**src/rtl/fetch_sequencer_if.sv**
```systemverilog
// Instruction-memory fetch channel: the sequencer drives request/address,
// memory answers with ready and the instruction word in the same cycle.
interface fetch_sequencer_if #(
    parameter int ADDR_W = 64
);
    logic              imem_req;
    logic [ADDR_W-1:0] imem_addr;
    logic              imem_ready;
    logic [31:0]       imem_rdata;

    modport master (
        output imem_req,
        output imem_addr,
        input  imem_ready,
        input  imem_rdata
    );

    modport slave (
        input  imem_req,
        input  imem_addr,
        output imem_ready,
        output imem_rdata
    );
endinterface

```
**src/rtl/fetch_sequencer.sv**
```systemverilog
// LEGv8 fetch stage: owns the PC, issues instruction fetches, registers the
// fetched word for decode and redirects/flushes on taken branches.
module fetch_sequencer #(
    parameter int                ADDR_W       = 64,
    parameter logic [ADDR_W-1:0] RESET_PC     = '0,
    parameter int                FLUSH_CYCLES = 1
) (
    input  logic              clk,
    input  logic              reset,
    input  logic              stall,
    input  logic              br_taken,
    input  logic              uncond_br,
    input  logic [18:0]       cond_addr19,
    input  logic [25:0]       br_addr26,
    input  logic [ADDR_W-1:0] br_pc,
    fetch_sequencer_if.master imem,
    output logic              if_valid,
    output logic [31:0]       if_instr,
    output logic [ADDR_W-1:0] if_pc,
    output logic              flush,
    output logic [ADDR_W-1:0] pc
);
    typedef enum logic [1:0] {S_FETCH, S_STALL, S_FLUSH} state_t;

    // Word offsets are sign-extended to the PC width and scaled to bytes; wraps modulo 2^ADDR_W.
    function automatic logic [ADDR_W-1:0] branch_target(
        input logic [ADDR_W-1:0] base,
        input logic              sel_b,
        input logic [18:0]       off19,
        input logic [25:0]       off26
    );
        logic signed [ADDR_W-1:0] off;
        off = sel_b ? {{(ADDR_W-26){off26[25]}}, off26}
                    : {{(ADDR_W-19){off19[18]}}, off19};
        return base + $unsigned(off <<< 2);
    endfunction

    state_t            r_state;
    state_t            w_next_state;
    logic [3:0]        r_cnt;
    logic [3:0]        w_cnt_next;
    logic [ADDR_W-1:0] r_pc;
    logic              r_if_valid;
    logic [31:0]       r_if_instr;
    logic [ADDR_W-1:0] r_if_pc;
    logic              w_req;
    logic              w_accept;
    logic              w_flush;
    logic [ADDR_W-1:0] w_target;

    assign w_target = branch_target(br_pc, uncond_br, cond_addr19, br_addr26);
    assign w_accept = w_req & imem.imem_ready;

    always_ff @(posedge clk or negedge reset) begin
        if (!reset) begin
            r_state <= S_FETCH;
            r_cnt   <= 4'd0;
        end else begin
            r_state <= w_next_state;
            r_cnt   <= w_cnt_next;
        end
    end

    always_comb begin
        w_next_state = r_state;
        w_cnt_next   = r_cnt;
        w_req        = 1'b0;
        w_flush      = 1'b0;
        case (r_state)
            S_FETCH: begin
                w_req = !stall && !br_taken;
                if (stall) w_next_state = S_STALL;
            end
            S_STALL: begin
                if (!stall) w_next_state = S_FETCH;
            end
            S_FLUSH: begin
                w_flush = 1'b1;
                if (r_cnt <= 4'd1) w_next_state = S_FETCH;
                else               w_cnt_next   = r_cnt - 4'd1;
            end
            default: w_next_state = S_FETCH;
        endcase
        // A redirect wins over stall, ready and an in-progress flush.
        if (br_taken) begin
            w_next_state = S_FLUSH;
            w_cnt_next   = 4'(FLUSH_CYCLES);
        end
        w_req = w_req && reset;
    end

    always_ff @(posedge clk or negedge reset) begin
        if (!reset) begin
            r_pc       <= RESET_PC;
            r_if_valid <= 1'b0;
            r_if_instr <= '0;
            r_if_pc    <= '0;
        end else if (br_taken) begin
            r_pc       <= w_target;
            r_if_valid <= 1'b0;
        end else if (w_accept) begin
            r_if_instr <= imem.imem_rdata;
            r_if_pc    <= r_pc;
            r_if_valid <= 1'b1;
            r_pc       <= r_pc + ADDR_W'(4);
        end else if (w_req || r_state == S_FLUSH) begin
            r_if_valid <= 1'b0;
        end
    end

    assign imem.imem_req  = w_req;
    assign imem.imem_addr = r_pc;
    assign if_valid       = r_if_valid;
    assign if_instr       = r_if_instr;
    assign if_pc          = r_if_pc;
    assign flush          = w_flush;
    assign pc             = r_pc;
endmodule

```
**src/flat_wrapper.sv**
```systemverilog
// flat-port wrapper written by rule: the top's interface ports become plain ports
module fetch_sequencer_flat 
#(
    parameter int                ADDR_W       = 64,
    parameter logic [ADDR_W-1:0] RESET_PC     = '0,
    parameter int                FLUSH_CYCLES = 1
)
  (clk, reset, stall, br_taken, uncond_br, cond_addr19, br_addr26, br_pc, if_valid, if_instr, if_pc, flush, pc, imem_imem_req, imem_imem_addr, imem_imem_ready, imem_imem_rdata);
  fetch_sequencer_if #(.ADDR_W(ADDR_W)) imem_i ();
  input  logic clk;
  input  logic reset;
  input  logic stall;
  input  logic br_taken;
  input  logic uncond_br;
  input  logic [18:0] cond_addr19;
  input  logic [25:0] br_addr26;
  input  logic [ADDR_W-1:0] br_pc;
  output logic if_valid;
  output logic [31:0] if_instr;
  output logic [ADDR_W-1:0] if_pc;
  output logic flush;
  output logic [ADDR_W-1:0] pc;
  output wire logic [$bits(imem_i.imem_req)-1:0] imem_imem_req;
  output wire logic [$bits(imem_i.imem_addr)-1:0] imem_imem_addr;
  input wire logic [$bits(imem_i.imem_ready)-1:0] imem_imem_ready;
  input wire logic [$bits(imem_i.imem_rdata)-1:0] imem_imem_rdata;
  assign imem_imem_req = imem_i.imem_req;
  assign imem_imem_addr = imem_i.imem_addr;
  assign imem_i.imem_ready = imem_imem_ready;
  assign imem_i.imem_rdata = imem_imem_rdata;
  fetch_sequencer #(.ADDR_W(ADDR_W), .RESET_PC(RESET_PC), .FLUSH_CYCLES(FLUSH_CYCLES)) u_core (.clk(clk), .reset(reset), .stall(stall), .br_taken(br_taken), .uncond_br(uncond_br), .cond_addr19(cond_addr19), .br_addr26(br_addr26), .br_pc(br_pc), .imem(imem_i), .if_valid(if_valid), .if_instr(if_instr), .if_pc(if_pc), .flush(flush), .pc(pc));
endmodule
```
**config.mk**
```make
export PLATFORM = sky130hd
export DESIGN_NAME = fetch_sequencer_flat
export DESIGN_NICKNAME = d
export VERILOG_FILES = /design/src/rtl/fetch_sequencer_if.sv /design/src/rtl/fetch_sequencer.sv /design/src/flat_wrapper.sv
export SDC_FILE = /design/constraint.sdc
export NUM_CORES = 1
export LEC_CHECK = 0
export CORE_MARGIN = 2
export CORE_UTILIZATION = 43
export DETAILED_ROUTE_END_ITERATION = 12
export PLACE_DENSITY_LB_ADDON = 0.05
export SETUP_SLACK_MARGIN = 0.1
export SLEW_MARGIN = 20
export SYNTH_ARGS = -nofsm -noshare
export SYNTH_HDL_FRONTEND = slang
export SYNTH_SLANG_ARGS = --single-unit
export TNS_END_PERCENT = 100
```
**constraint.sdc**
```tcl
create_clock -name clk -period 2.28 [get_ports clk]
set_input_delay 0.684 -clock clk [delete_from_list [all_inputs] [get_ports clk]]
set_output_delay 0.684 -clock clk [all_outputs]
set_load 0.005 [all_outputs]
```
==> results of run 1 <==
[final timing paths]
| check | endpoint | slack (ns) |
|---|---|---|
| max in group asynchronous | u_core.imem.imem_addr[48] | 0.98 |
| worst max register to register | u_core.imem.imem_addr[63] | -0.33 |
| worst max-delay path | u_core.imem.imem_addr[54] | -1.35 |
| min in group clk | u_core.if_pc[0] | 0.48 |
| worst min-delay path | u_core.imem.imem_addr[9] | 0.43 |
| worst min register to register | u_core.if_pc[0] | 0.48 |
[cell usage after synthesis (4+ instances only)]
| cell | instances |
|---|---|
| o211ai_1 | 5 |
| nor2_1 | 95 |
| and3_1 | 31 |
| nand4_1 | 28 |
| mux2i_1 | 6 |
| a211oi_1 | 17 |
| buf_2 | 4 |
| buf_4 | 64 |
| dfrtp_1 | 167 |
| nand3_1 | 35 |
| o21a_1 | 4 |
| xnor2_1 | 57 |
| o21bai_1 | 13 |
| mux2_2 | 20 |
| a31o_2 | 4 |
| a221oi_1 | 9 |
| clkbuf_1 | 63 |
| nand2b_1 | 6 |
| nor2b_1 | 7 |
| xor2_1 | 43 |
| nor4_1 | 7 |
| nor3b_1 | 4 |
| ha_1 | 64 |
| o31ai_1 | 7 |
| o21ai_0 | 43 |
| o21ai_1 | 7 |
| inv_1 | 20 |
| buf_1 | 8 |
| a21oi_1 | 112 |
| o41ai_1 | 4 |
| and2_1 | 5 |
| a31oi_1 | 7 |
| nor3_1 | 20 |
| nand2_1 | 394 |
| a21o_1 | 45 |
[critical path, delay by kind of cell]
family / cells / cell delay (ns)
compound gates: 6 / 1.51
fa+ha+maj: 2 / 0.51
simple gates: 3 / 0.42
mux: 1 / 0.31
buf+inv: 2 / 0.29
xor+xnor: 1 / 0.19
[routing by layer]
metal | part of all wire, % | up-vias | wire [µm] | GRT usage [%]
met4 | 3.4 | 0 | 1610 | 11.7
met1 | 43 | 6372 | 20300 | 41.7
met3 | 6.1 | 98 | 2880 | 4.94
met2 | 47 | 495 | 22400 | 51.5
li1 | - | 6335 | - | -
met5 | 0 | - | 0 | 0
[area by class of cell]
class                      instances  area share, %
clock inverter                    14          0.718
timing repair buffer             790           34.8
multi-input combinational       1142           39.9
tap                              341           2.04
clock buffer                      18           2.10
sequential                       167           20.1
inverter                          20          0.359
antenna                            1         0.0120
[flip-flops by register name, summed over array words and instances (netlist names)]
register,cells
u_core.if_pc,64
u_core.if_valid,1
u_core.r_state,2
u_core.imem.imem_addr,64
u_core.r_cnt,4
u_core.if_instr,32
[stage by stage]
stage / instance area, µm² / instances
floorplan: 12200 / 1468
detailed placement: 18300 / 2396
global route: 20900 / 2493
global placement: 18300 / 2396
CTS: 19800 / 2456
finish: 20900 / 2493
[power groups by stage]
stage               clock (mW)  sequential [mW]  combinational [mW]
floorplan                    0             4.80                2.82
global route              3.09             4.81                9.11
finish                    2.94             4.70                8.49
CTS                       2.98             4.67                7.95
detailed placement           0             4.71                7.51
global placement             0             4.66                7.43
[cell families after synthesis]
| kind of cell | share of synthesized area, % |
|---|---|
| flip-flops | 35.5 |
| adder cells (fa/ha/maj) | 6.97 |
| AND/OR/NAND/NOR | 23.9 |
| multiplexers | 2.42 |
| AO/OA/AOI/OAI | 16.6 |
| XOR/XNOR | 7.44 |
| buffers and inverters | 7.19 |
[repair_timing]
action,in CTS,in global routing
gates resized for setup,174,186
cloned,3,1
setup buffers,26,41
setup endpoints to repair,90,111
pin swaps,86,87
==> results.py, run 1 <==
metrics = {
    "run_status": {
        "status": "finished with violations",
        "violations": "negative setup slack",
    },
    "pwr": {
        "clkPwrFrac_pct": 18.2,
        "p_total_mw": 16.1,
        "comb_power_share_pct": 52.6,
        "p_seq_share_pct": 29.1,
        "peakVddDrop_mv": 0.574,
        "power_switching_mw": 5.80,
        "leakagePower_nw": 9.86,
        "p_per_area_nw_per_um2": 772,
        "switching_share_pct": 35.9,
        "internal_power_mw": 10.3,
    },
    "cts": {
        "cts_inserted_buffers": 17,
        "clk_path_buf_depth": 2,
        "cts-root-buf": "clkbuf_16",
        "cts_tree": "done",
        "cts.sinks": 167,
        "clk_latency_ns": 0.43,
        "htreeDepth": 4,
        "path_clk_slew_ns": 0.08,
        "cts_hold_buf": 0,
    },
    "critical_path": {
        "worst_setup_path_start_kind": "input pin",
        "r2r_start": "u_core.imem.imem_addr[25]",
        "path_class": "in -> reg",
        "worst_r2r_path_depth": 9,
        "arrival_ns": 3.92,
        "critPathRequiredTime_ns": 2.57,
        "cpPeakStageDelay_ns": 0.48,
        "cp-end-kind": "flip-flop",
        "crit_path_top_delay_cell": "a2111oi_4",
        "path_cells": "buf_12, mux2_4, ha_4, fa_2, a21o_1, nand4_1, nand3_2, a221o_1, a2111oi_4, nor2_2, a22oi_2, buf_4, o2bb2ai_4, xor2_1, a21oi_1",
        "worst-path-max-fanout": 6,
        "cp-startpoint": "uncond_br",
    },
    "logic_synthesis": {
        "synthCells": 1468,
        "async_flop_share_pct": 100,
        "synth-seq-cells": 167,
        "synth_top_cell_by_area": "dfrtp_1",
        "ys_top_cells_by_area": "dfrtp_1 (35%), nand2_1 (13%), ha_1 (6.8%)",
        "yosys_warnings": 0,
        "syn_area_um2": 11800,
        "avgSynthCellArea_um2": 8.02,
        "synth_top_area_share_pct": 35.5,
        "yosysSeqAreaShare_pct": 35.5,
        "synth_ff_type": "dfrtp_1",
        "synth_edf_count": 0,
        "syn_nets": 1680,
        "ys_types": 62,
    },
    "timing": {
        "fin_tns_setup_ns": -52.29,
        "relSlewSlack_pct": 37.7,
        "skew_ns": 0.0148,
        "max_freq_mhz": 275,
        "holdWs_ns": 0.429,
        "hold_viol": 0,
        "rsz0062_at_grt": "yes",
        "tightest_slew_ns": 0.934,
        "setup_ws_ns": -1.35,
        "fin_crit_ns": 3.63,
        "drv_slew": 0,
        "min_period_over_period_pct": 159,
        "setup_viol": 58,
    },
    "floorplan": {
        "ios": 374,
        "die_w_um": 169,
        "rows": 60,
        "coreArea_um2": 27000,
        "die_h_um": 169,
        "dieArea_um2": 28700,
        "initial_core_util_pct": 43.7,
    },
    "routing": {
        "vias": 13300,
        "wirelength_um": 47200,
        "drt-pass1-iter-count": 5,
        "first_iter_violations": 876,
        "ant_nets": 0,
        "vias_per_cell": 5.33,
        "drc": 0,
        "wl_per_cell_um": 18.9,
    },
    "cells_and_area": {
        "drive_above_1_share_pct": 32.4,
        "seqCellArea_um2": 4200,
        "nets": 2350,
        "final_cell_mix": "nand2_1 (380), buf_4 (351), clkdlybuf4s50_1 (323)",
        "multiInputGateArea_um2": 8330,
        "syn2layout_area_growth_pct": 77.5,
        "final_util_pct": 77.6,
        "final_common_cell": "nand2_1",
        "fillers": 1914,
    },
    "global_routing": {
        "track_usage_pct": 31.3,
        "first_global_vias": 12921,
        "grt_pass1_wl_um": 70100,
        "gr-total-overflow": 0,
        "antenna_found_initial": 1,
        "grt_max_degree": 72,
    },
    "placement": {
        "dp.final_hpwl_um": 33900,
        "io_buffers": 373,
        "place_ws_ns": -2.24,
        "gp_congestion": 0.983,
    },
    "hold_path": {
        "hold_path_class": "in -> async",
    },
    "flow_run": {
        "maxCapViolCount": 0,
    },
}
Power figures use the tool's default switching activity.
==> inputs of run 2 (changes only) <==
--- a/config.mk
+++ b/config.mk
@@ -9,6 +9,7 @@
 export CORE_UTILIZATION = 43
 export DETAILED_ROUTE_END_ITERATION = 12
 export PLACE_DENSITY_LB_ADDON = 0.05
+export RECOVER_POWER = 25
 export SETUP_SLACK_MARGIN = 0.1
 export SLEW_MARGIN = 20
 export SYNTH_ARGS = -nofsm -noshare
==> run 2 against run 1 <==
The run ends with max-capacitance violations, max-slew violations, negative setup slack left. Highest routed layer unchanged. Clock skew up 0.0036 ns. Combinational power about the same. Final area about the same. Sequential power about the same. Global-route usage unchanged. Routed wire length about the same. Utilization down 0.051 points. Largest cell class unchanged. Non-clock buffer count unchanged. Largest power group unchanged. Final cell count unchanged. Via count down 0.11%.
==> results.py, run 2 (same netlist as run 1, synthesis figures left out) <==
metrics = {
    "run_status": {
        "status": "finished with violations",
        "violations": "max-capacitance violations, max-slew violations, negative setup slack",
    },
    "cts": {
        "cts-root-buf": "clkbuf_16",
        "path_clk_slew_ns": 0.07,
        "cts_inserted_buffers": 17,
        "htreeDepth": 4,
        "cts_tree": "done",
        "cts.sinks": 167,
        "cts_hold_buf": 0,
        "clk_latency_ns": 0.44,
        "clk_path_buf_depth": 2,
    },
    "placement": {
        "gp_congestion": 0.983,
        "place_ws_ns": -2.24,
        "dp.final_hpwl_um": 33900,
        "postPlaceCellArea_um2": 18300,
        "io_buffers": 373,
    },
    "critical_path": {
        "arrival_ns": 3.91,
        "cpPeakStageDelay_ns": 0.48,
        "path_class": "in -> reg",
        "worst-path-max-fanout": 6,
        "worst_setup_path_start_kind": "input pin",
        "cp-end-kind": "flip-flop",
        "path_buf_inv": 2,
        "critPathRequiredTime_ns": 2.57,
        "worst_r2r_path_depth": 9,
        "worstSetupPathDepth": 15,
        "cp_top_family": "compound AO/OA/AOI/OAI gates",
        "path_cells": "buf_12, mux2_4, ha_4, fa_2, a21o_1, nand4_1, nand3_2, a221o_1, a2111oi_4, nor2_2, a22oi_2, buf_4, o2bb2ai_4, xor2_1, a21oi_1",
        "crit_path_top_delay_cell": "a2111oi_4",
    },
    "global_routing": {
        "gr-total-overflow": 0,
        "grt_pass1_wl_um": 70100,
        "track_usage_pct": 31.3,
        "grt_util_met2_pct": 51.5,
        "top_usage_layer": "met2",
        "first_global_vias": 12921,
        "grt_max_degree": 72,
        "antenna_found_initial": 1,
        "met1_usage_pct": 41.7,
        "grt.met3_usage_pct": 4.94,
    },
    "cells_and_area": {
        "final_common_cell": "nand2_1",
        "drive_above_1_share_pct": 32.3,
        "finish.instance_area_um2": 20900,
        "syn2layout_area_growth_pct": 77.4,
        "final_cell_mix": "nand2_1 (380), buf_4 (346), clkdlybuf4s50_1 (323)",
        "nets": 2350,
    },
    "routing": {
        "wl_per_cell_um": 18.9,
        "vias_per_cell": 5.33,
        "drt-pass1-iter-count": 5,
        "drc": 0,
        "vias": 13286,
        "ant_nets": 0,
        "first_iter_violations": 857,
        "wirelength_um": 47200,
    },
    "timing": {
        "skew_ns": 0.0184,
        "hold_viol": 0,
        "rsz0062_at_grt": "yes",
        "setup_ws_ns": -1.34,
        "drv_slew": 31,
        "relSlewSlack_pct": -6.15,
        "setup_viol": 58,
        "max_freq_mhz": 276,
        "tightest_slew_ns": 1.59,
        "min_period_over_period_pct": 159,
        "fin_crit_ns": 3.62,
    },
    "hold_path": {
        "worstHoldPathCells": 2,
        "hold_path_class": "reg -> reg",
    },
    "floorplan": {
        "ios": 374,
        "die_w_um": 169,
        "rows": 60,
        "initial_core_util_pct": 43.7,
        "die_h_um": 169,
        "dieArea_um2": 28700,
        "coreArea_um2": 27000,
    },
    "pwr": {
        "p_per_area_nw_per_um2": 772,
        "p_total_mw": 16.1,
        "leakagePower_nw": 9.85,
        "peakVddDrop_mv": 0.579,
    },
    "flow_run": {
        "maxCapViolCount": 1,
    },
}
[run 2: path summary, 6_finish.rpt]
path                                              to  slack [ns]                       from
hold reg to reg                     u_core.if_pc[21]        0.48           u_core.if_pc[21]
setup reg to reg           u_core.imem.imem_addr[63]       -0.33  u_core.imem.imem_addr[25]
setup / recovery           u_core.imem.imem_addr[54]       -1.34                  uncond_br
max in group asynchronous  u_core.imem.imem_addr[19]        0.21                      reset
min in group asynchronous        u_core.if_instr[30]        0.92                      reset
hold / removal                      u_core.if_pc[21]        0.48           u_core.if_pc[21]
[run 2: power breakdown]
| part | internal [mW] | switching, mW | total [mW] |
|---|---|---|---|
| clock | 1.50 | 1.45 | 2.95 |
| sequential | 3.96 | 0.741 | 4.70 |
| combinational | 4.87 | 3.61 | 8.48 |
| total | 10.3 | 5.80 | 16.1 |
[run 2: cell type report]
| class | count | area [µm²] |
|---|---|---|
| Tap cell | 341 | 427 |
| Timing Repair Buffer | 790 | 7260 |
| Inverter | 20 | 75.1 |
| Antenna cell | 1 | 2.50 |
| Multi-Input combinational cell | 1142 | 8330 |
| Clock buffer | 18 | 439 |
| Fill cell | 1917 | 6060 |
| Sequential cell | 167 | 4200 |
| Clock inverter | 14 | 150 |
[run 2: tightest hold or removal path: stages, from the launching register on]
cell and delay, ns:
dfrtp_1 0.34, nand2_1 0.05, nand2_1 0.06
[run 2: through the flow]
stage | util [%] | cells | hold slack (ns) | setup TNS, ns
global route | 77.5 | 2493 | 0.496 | -59.93
finish | 77.5 | 2493 | 0.476 | -52.40
CTS | 73.5 | 2456 | 0.412 | -50.28
floorplan | - | 1468 | 0.388 | -48.24
global placement | 67.7 | 2396 | 0.455 | -129.55
detailed placement | 67.7 | 2396 | 0.461 | -134.34
[run 2: timing repair]
| action | 4_1_cts | 5_1_grt |
|---|---|---|
| setup buffers | 26 | 41 |
| gates cloned | 3 | 1 |
| hold endpoints to repair | 0 | 0 |
| pin swaps | 86 | 87 |
| endpoints found under the setup margin | 90 | 111 |
| resized for setup | 174 | 186 |
[run 2: metal layers]
layer / routed length (µm) / vias up / share of wire (%)
met5: 0 / - / 0
met4: 1580 / 0 / 3.4
met3: 2900 / 95 / 6.1
met2: 22400 / 496 / 48
met1: 20300 / 6360 / 43
li1: - / 6335 / -
